$ cat src/rtl/picorv32_rvfimon_pkg.sv
// Shared types and constants for the picorv32 RVFI retirement monitor.
package picorv32_rvfimon_pkg;

   typedef enum logic [2:0] {
      ERR_NONE  = 3'd0,
      ERR_ORDER = 3'd1,
      ERR_PC    = 3'd2,
      ERR_RS1   = 3'd3,
      ERR_RS2   = 3'd4,
      ERR_RD    = 3'd5,
      ERR_MEM   = 3'd6,
      ERR_HALT  = 3'd7
   } err_code_e;

   localparam int unsigned NUM_LEGAL_MASKS = 7;
   localparam logic [3:0] LEGAL_MASKS [NUM_LEGAL_MASKS] = '{
      4'b0001, 4'b0010, 4'b0100, 4'b1000, 4'b0011, 4'b1100, 4'b1111
   };

   typedef struct packed {
      logic        valid;
      logic [31:0] data;
   } shadow_rd_t;

   function automatic logic mask_legal(input logic [3:0] mask);
      logic ok;
      ok = 1'b0;
      for (int unsigned i = 0; i < NUM_LEGAL_MASKS; i++) begin
         if (mask == LEGAL_MASKS[i]) ok = 1'b1;
      end
      return ok;
   endfunction

endpackage

$ cat src/rtl/picorv32_rvfimon_shadow_regs.sv
// Shadow copy of the architectural register file built from retired writes.
// x0 always reads as a known zero.
module picorv32_rvfimon_shadow_regs
   import picorv32_rvfimon_pkg::*;
(
   input  logic        clk,
   input  logic        resetn,
   input  logic [4:0]  rs1_addr,
   input  logic [4:0]  rs2_addr,
   output shadow_rd_t  rs1_rd,
   output shadow_rd_t  rs2_rd,
   input  logic        wr_en,
   input  logic [4:0]  wr_addr,
   input  logic [31:0] wr_data
);

   logic [31:0] data_q [1:31];
   logic [31:0] data_d [1:31];
   logic [31:0] valid_q;
   logic [31:0] valid_d;

   always_comb begin
      data_d  = data_q;
      valid_d = valid_q;
      if (wr_en && (wr_addr != 5'd0)) begin
         data_d[wr_addr]  = wr_data;
         valid_d[wr_addr] = 1'b1;
      end
   end

   // Only the valid bits need clearing; stale data is never trusted.
   always_ff @(posedge clk) begin
      data_q <= data_d;
      if (!resetn) valid_q <= '0;
      else         valid_q <= valid_d;
   end

   always_comb begin
      rs1_rd = '{valid: 1'b1, data: '0};
      rs2_rd = '{valid: 1'b1, data: '0};
      if (rs1_addr != 5'd0) rs1_rd = '{valid: valid_q[rs1_addr], data: data_q[rs1_addr]};
      if (rs2_addr != 5'd0) rs2_rd = '{valid: valid_q[rs2_addr], data: data_q[rs2_addr]};
   end

endmodule

$ cat src/rtl/picorv32_rvfimon.sv
// RVFI retirement monitor for picorv32_axi: checks each retired record for
// self-consistency and reports violations on registered error outputs.
module picorv32_rvfimon
   import picorv32_rvfimon_pkg::*;
#(
   parameter int STOP_ON_ERROR = 1,
   parameter int CHECK_MEM     = 1
) (
   input  logic        clk,
   input  logic        resetn,
   input  logic        rvfi_valid,
   input  logic [63:0] rvfi_order,
   input  logic [31:0] rvfi_insn,
   input  logic        rvfi_trap,
   input  logic        rvfi_halt,
   input  logic        rvfi_intr,
   input  logic [4:0]  rvfi_rs1_addr,
   input  logic [4:0]  rvfi_rs2_addr,
   input  logic [4:0]  rvfi_rd_addr,
   input  logic [31:0] rvfi_rs1_rdata,
   input  logic [31:0] rvfi_rs2_rdata,
   input  logic [31:0] rvfi_rd_wdata,
   input  logic [31:0] rvfi_pc_rdata,
   input  logic [31:0] rvfi_pc_wdata,
   input  logic [31:0] rvfi_mem_addr,
   input  logic [3:0]  rvfi_mem_rmask,
   input  logic [3:0]  rvfi_mem_wmask,
   input  logic [31:0] rvfi_mem_rdata,
   input  logic [31:0] rvfi_mem_wdata,
   output logic        err_valid,
   output logic [2:0]  err_code,
   output logic [63:0] err_order,
   output logic        err_sticky
);

   logic        have_prev_q, have_prev_d;
   logic        halted_q, halted_d;
   logic [63:0] prev_order_q, prev_order_d;
   logic [31:0] prev_pc_q, prev_pc_d;
   logic        err_valid_q, err_valid_d;
   err_code_e   err_code_q, err_code_d;
   logic [63:0] err_order_q, err_order_d;
   logic        err_sticky_q, err_sticky_d;

   shadow_rd_t  rs1_rd, rs2_rd;
   logic        shadow_we;
   err_code_e   code;
   logic        order_bad, pc_bad, rs1_bad, rs2_bad, rd_bad, mem_bad;
   logic [3:0]  any_mask;

   logic unused_inputs;
   assign unused_inputs = ^{rvfi_insn, rvfi_mem_rdata, rvfi_mem_wdata};

   assign shadow_we = rvfi_valid && !rvfi_trap && (rvfi_rd_addr != 5'd0);

   picorv32_rvfimon_shadow_regs u_shadow (
      .clk      (clk),
      .resetn   (resetn),
      .rs1_addr (rvfi_rs1_addr),
      .rs2_addr (rvfi_rs2_addr),
      .rs1_rd   (rs1_rd),
      .rs2_rd   (rs2_rd),
      .wr_en    (shadow_we),
      .wr_addr  (rvfi_rd_addr),
      .wr_data  (rvfi_rd_wdata)
   );

   // x0 reads as {valid=1, data=0}, so the zero rule needs no special case.
   always_comb begin
      any_mask  = rvfi_mem_rmask | rvfi_mem_wmask;
      order_bad = have_prev_q && (rvfi_order != prev_order_q + 64'd1);
      pc_bad    = have_prev_q && !rvfi_intr && (rvfi_pc_rdata != prev_pc_q);
      rs1_bad   = !rvfi_trap && rs1_rd.valid && (rvfi_rs1_rdata != rs1_rd.data);
      rs2_bad   = !rvfi_trap && rs2_rd.valid && (rvfi_rs2_rdata != rs2_rd.data);
      rd_bad    = !rvfi_trap && (rvfi_rd_addr == 5'd0) && (rvfi_rd_wdata != 32'd0);
      mem_bad   = (CHECK_MEM != 0) && !rvfi_trap && (
                     ((rvfi_mem_rmask != 4'd0) && (rvfi_mem_wmask != 4'd0)) ||
                     ((rvfi_mem_rmask != 4'd0) && !mask_legal(rvfi_mem_rmask)) ||
                     ((rvfi_mem_wmask != 4'd0) && !mask_legal(rvfi_mem_wmask)) ||
                     ((any_mask != 4'd0) && (rvfi_mem_addr[1:0] != 2'b00)));

      if      (order_bad) code = ERR_ORDER;
      else if (pc_bad)    code = ERR_PC;
      else if (rs1_bad)   code = ERR_RS1;
      else if (rs2_bad)   code = ERR_RS2;
      else if (rd_bad)    code = ERR_RD;
      else if (mem_bad)   code = ERR_MEM;
      else if (halted_q)  code = ERR_HALT;
      else                code = ERR_NONE;
   end

   always_comb begin
      have_prev_d  = have_prev_q;
      halted_d     = halted_q;
      prev_order_d = prev_order_q;
      prev_pc_d    = prev_pc_q;
      err_valid_d  = rvfi_valid && (code != ERR_NONE);
      err_code_d   = err_code_q;
      err_order_d  = err_order_q;
      err_sticky_d = err_sticky_q | err_valid_d;
      if (rvfi_valid) begin
         have_prev_d  = 1'b1;
         halted_d     = halted_q | rvfi_halt;
         prev_order_d = rvfi_order;
         prev_pc_d    = rvfi_pc_wdata;
      end
      if (err_valid_d) begin
         err_code_d  = code;
         err_order_d = rvfi_order;
      end
   end

   always_ff @(posedge clk) begin
      if (!resetn) begin
         have_prev_q  <= 1'b0;
         halted_q     <= 1'b0;
         prev_order_q <= '0;
         prev_pc_q    <= '0;
         err_valid_q  <= 1'b0;
         err_code_q   <= ERR_NONE;
         err_order_q  <= '0;
         err_sticky_q <= 1'b0;
      end else begin
         have_prev_q  <= have_prev_d;
         halted_q     <= halted_d;
         prev_order_q <= prev_order_d;
         prev_pc_q    <= prev_pc_d;
         err_valid_q  <= err_valid_d;
         err_code_q   <= err_code_d;
         err_order_q  <= err_order_d;
         err_sticky_q <= err_sticky_d;
      end
   end

   assign err_valid  = err_valid_q;
   assign err_code   = err_code_q;
   assign err_order  = err_order_q;
   assign err_sticky = err_sticky_q;

`ifndef SYNTHESIS
   generate
      if (STOP_ON_ERROR != 0) begin : g_stop
         always_ff @(posedge clk) begin
            if (resetn && err_valid_d && !err_sticky_q) begin
               $display("RVFI ERROR code=%0d order=%0d pc=0x%08h", code, rvfi_order, rvfi_pc_rdata);
               $stop;
            end
         end
      end
   endgenerate
`endif

endmodule

$ cat config.mk
export PLATFORM = sky130hd
export DESIGN_NAME = picorv32_rvfimon
export DESIGN_NICKNAME = d
export VERILOG_FILES = /design/src/rtl/picorv32_rvfimon_pkg.sv /design/src/rtl/picorv32_rvfimon_shadow_regs.sv /design/src/rtl/picorv32_rvfimon.sv
export SDC_FILE = /design/constraint.sdc
export NUM_CORES = 2
export LEC_CHECK = 0
export ABC_AREA = 1
export BUFFER_PORTS_ARGS = -buffer_cell sky130_fd_sc_hd__buf_2
export CAP_MARGIN = 20
export CORE_UTILIZATION = 45
export CTS_BUF_LIST = sky130_fd_sc_hd__clkbuf_4
export DETAILED_ROUTE_END_ITERATION = 7
export MAX_ROUTING_LAYER = met4
export SYNTH_ARGS = -nofsm -noshare
export SYNTH_HDL_FRONTEND = slang
export SYNTH_SLANG_ARGS = --single-unit
$ cat constraint.sdc
create_clock -name clk -period 3.6 [get_ports clk]
set_input_delay 0.9 -clock clk [delete_from_list [all_inputs] [get_ports clk]]
set_output_delay 0.9 -clock clk [all_outputs]
set_load 0.05 [all_outputs]
==> Implementation_results.wiki <==
{| class="wikitable"
! Metric !! Value
|-
| Outcome || completed
|-
| Deepest level of the CTS H-tree || 5
|-
| R2R Path Start || prev_order_q[30]$_SDFFE_PN0P_
|-
| Endpoint of the most critical register-to-register path || err_order[21]$_SDFFE_PN0P_
|-
| Area enclosed by the die boundary || about 140000 µm²
|-
| Routed Wire Length || about 250 mm
|-
| Power density over cell area || approximately 430 nW/µm²
|-
| Final #Nets || around 8.7k
|-
| Yosys warning count || 0
|-
| Total instance count after detailed placement || 9744
|-
| Die width || roughly 380 µm
|-
| Crit end category || register
|-
| Placement Cell Area || roughly 70000 µm²
|-
| Fillers || approximately 13k
|-
| Crit Path Class || register to register
|-
| Sequential-to-total area share from yosys stat || 0.538
|-
| Count of distinct cell types in the synthesized netlist || 38
|-
| Worst Skew || approximately 0.11 ns
|-
| Post-CTS setup buffers || 0
|-
| Count of pins on the block boundary || 450
|-
| Reg2reg setup slack || around 0.23 ns
|-
| Clock transition at the registers of the reported paths || approximately 0.070 ns
|-
| Post-route DRC violation count || 0
|-
| Maximum ir drop on the vdd rail || 365 µV
|-
| Vias after detailed routing || between 60k and 70k
|-
| Vias per inst || approximately 5.7
|-
| Per-cell routed wire length || around 24 µm
|-
| Core region area || 138000 µm²
|-
| TritonCTS sink count || 1191
|-
| Cell leakage power || approximately 32 nW
|-
| Share of Yosys cell area claimed by the top area cell type || 0.474
|-
| RSZ-0062 raised after global routing || false
|-
| Seq cells post-synth || roughly 1.2k
|-
| Count of mapped cells out of synthesis || around 7.5k
|-
| Wire length of the first global-routing pass || ~360 mm
|-
| Layout cells sized above 1 || 0.172
|-
| Number of iterations in the first detailed-routing pass || 7
|-
| Pin count of the biggest net entering global routing || ~110
|-
| Type of origin of the critical path || register
|-
| Maximum fanout count along the critical path || 46
|-
| Post-synthesis cell area || between 60000 and 70000 µm²
|-
| Cell type with the highest aggregate area in the netlist || sky130_fd_sc_hd__edfxtp_1
|-
| Initial antenna violation count || 15
|-
| Slew of the pin with the lowest slew margin || 1.08 ns
|-
| Final setup vio count || 0
|-
| Avg Synthesized Cell Area || about 8.4 µm²
|-
| Max Root-Sink Buffers || 4
|-
| Maximum achievable frequency || ~0.30 GHz
|-
| Worst slew margin || 0.278
|-
| Async set or reset register ratio after synthesis || 0
|-
| Number of flops mapped to enable cells by yosys || 992
|-
| Synth-to-layout area growth || 21.5%
|-
| Iteration-0 DRC Markers || about 7k
|-
| Leading post-synthesis cells by cell area || sky130_fd_sc_hd__edfxtp_1 (47%), sky130_fd_sc_hd__nand2_1 (12%), sky130_fd_sc_hd__nand3_1 (11%), sky130_fd_sc_hd__dfxtp_1 (6.3%), sky130_fd_sc_hd__inv_1 (4.4%)
|-
| Number of non-filler instances in the completed layout || about 10k
|-
| Logic depth of the worst register-to-register path || 20
|-
| CTS tree || yes
|-
| Clock buffers created by TritonCTS || between 300 and 400
|-
| Buffer cell driving the clock tree root || sky130_fd_sc_hd__clkbuf_4
|-
| Share of the cycle needed by the critical path after routing || 0.935
|-
| Worst-skew pair later-pin latency || 1.37 ns
|-
| Commonest cells after routing, fill and taps aside || sky130_fd_sc_hd__nand2_1 (1985), sky130_fd_sc_hd__nand3_1 (1427), sky130_fd_sc_hd__edfxtp_1 (992)
|-
| Total overflow reported by the global router || 0
|-
| Minimum clock period || 3.37 ns
|-
| Routability Congestion || around 0.96
|-
| Total chip power || between 30 and 40 mW
|-
| Net count after synthesis || 7896
|-
| Antenna-violating nets left || 0
|-
| Timing endpoint of the critical path || err_order[21]$_SDFFE_PN0P_
|-
| Class of the tightest hold or removal check || primary input to register
|-
| Port Buffer Count || approximately 320
|-
| Pre-CTS setup slack || -1.20 ns
|-
| HPWL Detailed || approximately 160 mm
|-
| Vias in the first global route || between 50k and 60k
|-
| Maximum Capacitance Violations || 0
|-
| Most common cell after layout, fill and taps aside || sky130_fd_sc_hd__nand2_1
|-
| All-layer global routing usage || 0.355
|-
| Initial Utilization || 0.455
|-
| Pins Over Slew Limit || 0
|-
| Endpoint required time on the critical path || about 4.8 ns
|-
| Critical Path AT || between 4 and 5 ns
|-
| Finished Cell Area || roughly 76000 µm²
|-
| Die Y-Extent || ~380 µm
|-
| Worst setup path startpoint || prev_order_q[30]$_SDFFE_PN0P_
|-
| Hold_ws || 0.105 ns
|-
| Row count || between 100 and 150
|-
| Ys flop type || sky130_fd_sc_hd__edfxtp_1
|-
| Number of hold violations in the final report || 0
|-
| Setup slack after layout || roughly 0.23 ns
|}
metal layers:
layer | part of all wire | vias up | wire length, µm | global-route usage
met5 | 0 | - | 0 | -
met4 | 0.059 | 0 | 14700 | 0.200
met3 | 0.11 | 833 | 27600 | 0.0800
met2 | 0.44 | 3622 | 110000 | 0.532
met1 | 0.39 | 28400 | 95400 | 0.444
li1 | - | 27400 | - | -
how the worst min path moves through the flow:
stage | startpoint | end | slack (ns) | cells after the start
6_report | rvfi_rd_wdata[6] | u_shadow.data_q[262]$_DFFE_PP_ | 0.11 | 2
5_1_grt | rvfi_rd_wdata[30] | u_shadow.data_q[126]$_DFFE_PP_ | 0.03 | 2
4_1_cts | rvfi_rd_wdata[19] | u_shadow.data_q[979]$_DFFE_PP_ | 0.003 | 2
3_5_place_dp | err_order[20]$_SDFFE_PN0P_ | err_order[20]$_SDFFE_PN0P_ | 0.46 | 2
3_3_place_gp | u_shadow.valid_q[17]$_SDFFE_PN0P_ | u_shadow.valid_q[17]$_SDFFE_PN0P_ | 0.45 | 2
2_1_floorplan | u_shadow.valid_q[0]$_SDFFE_PN0P_ | u_shadow.valid_q[0]$_SDFFE_PN0P_ | 0.41 | 2
repair_timing:
action / 4_1_cts / 5_1_grt
resized for setup: 1 / 28
gates cloned: 0 / 1
pin swaps: 0 / 1
setup endpoints to repair: 1 / 66
endpoints found under the hold margin: 180 / 0
hold buffers: 136 / 0
sequential cells by signal, summed over array words and instances, names as in the netlist:
name / count
u_shadow.data_q: 992
err_order: 64
prev_order_q: 64
prev_pc_q: 32
u_shadow.valid_q: 32
err_code: 3
err_sticky: 1
err_valid: 1
halted_q: 1
have_prev_q: 1
final cells by class:
cell class                      instances  area [µm²]  share of cell area
Antenna cell                           17        42.5            0.000558
Clock buffer                          496        3720              0.0488
Tap cell                             1863        2330              0.0306
Sequential cell                      1191       33800               0.443
Multi-Input combinational cell       5075       24200               0.317
Inverter                              752        2870              0.0376
Clock inverter                         87         440             0.00578
Timing Repair Buffer                 1000        8900               0.117
cell families after synthesis:
family | Yosys count | share of synthesized area
simple gates | 4041 | 0.274
flops | 1191 | 0.538
xor+xnor | 102 | 0.0176
compound gates | 931 | 0.0884
buf+inv | 1248 | 0.0818
fa+ha+maj | 1 | 0.000199
critical path, cell delays in order (launching register included):
cell and delay [ns]:
sky130_fd_sc_hd__dfxtp_1 0.39, sky130_fd_sc_hd__nand2_1 0.13, sky130_fd_sc_hd__nor2_2 0.19, sky130_fd_sc_hd__nand2_1 0.13
sky130_fd_sc_hd__nor2_2 0.20, sky130_fd_sc_hd__nand3_1 0.16, sky130_fd_sc_hd__or2_2 0.32, sky130_fd_sc_hd__nand3_1 0.07
sky130_fd_sc_hd__nand3_1 0.18, sky130_fd_sc_hd__nor2_1 0.15, sky130_fd_sc_hd__nand2_1 0.06, sky130_fd_sc_hd__nor2_1 0.13
sky130_fd_sc_hd__nand3_2 0.13, sky130_fd_sc_hd__a21oi_2 0.16, sky130_fd_sc_hd__nand3_1 0.13, sky130_fd_sc_hd__nand2_2 0.11
sky130_fd_sc_hd__buf_4 0.12, sky130_fd_sc_hd__a21oi_4 0.03, sky130_fd_sc_hd__buf_12 0.21, sky130_fd_sc_hd__nand3_1 0.11
sky130_fd_sc_hd__nand2_1 0.05
cell usage after synthesis (3+ instances only):
| cell | number |
|---|---|
| sky130_fd_sc_hd__a21o_1 | 3 |
| sky130_fd_sc_hd__a21oi_1 | 257 |
| sky130_fd_sc_hd__buf_1 | 77 |
| sky130_fd_sc_hd__buf_2 | 231 |
| sky130_fd_sc_hd__buf_4 | 27 |
| sky130_fd_sc_hd__buf_6 | 8 |
| sky130_fd_sc_hd__clkbuf_1 | 152 |
| sky130_fd_sc_hd__clkinv_1 | 3 |
| sky130_fd_sc_hd__dfxtp_1 | 199 |
| sky130_fd_sc_hd__edfxtp_1 | 992 |
| sky130_fd_sc_hd__inv_1 | 741 |
| sky130_fd_sc_hd__inv_2 | 7 |
| sky130_fd_sc_hd__nand2_1 | 1989 |
| sky130_fd_sc_hd__nand2_2 | 3 |
| sky130_fd_sc_hd__nand3_1 | 1429 |
| sky130_fd_sc_hd__nand3b_1 | 14 |
| sky130_fd_sc_hd__nand4_1 | 25 |
| sky130_fd_sc_hd__nor2_1 | 526 |
| sky130_fd_sc_hd__nor3_1 | 11 |
| sky130_fd_sc_hd__nor4_1 | 12 |
| sky130_fd_sc_hd__o211ai_1 | 345 |
| sky130_fd_sc_hd__o21ai_0 | 319 |
| sky130_fd_sc_hd__or2_2 | 29 |
| sky130_fd_sc_hd__xnor2_1 | 44 |
| sky130_fd_sc_hd__xnor3_1 | 12 |
| sky130_fd_sc_hd__xor2_1 | 43 |
| sky130_fd_sc_hd__xor3_1 | 3 |
power breakdown:
part           switching, mW  leakage, nW  internal [mW]
clock                   5.97         2.50           6.56
sequential             0.150         10.6           15.2
combinational           3.11         19.1           1.68
total                   9.23         32.2           23.4
through the flow:
| step | TNS, ns | utilization |
|---|---|---|
| 2_1_floorplan | 0 | - |
| 3_3_place_gp | -75.31 | 0.512 |
| 3_5_place_dp | -75.16 | 0.512 |
| 4_1_cts | 0 | 0.552 |
| 5_1_grt | 0 | 0.553 |
| 6_report | 0 | 0.553 |
Power figures use the tool's default switching activity.
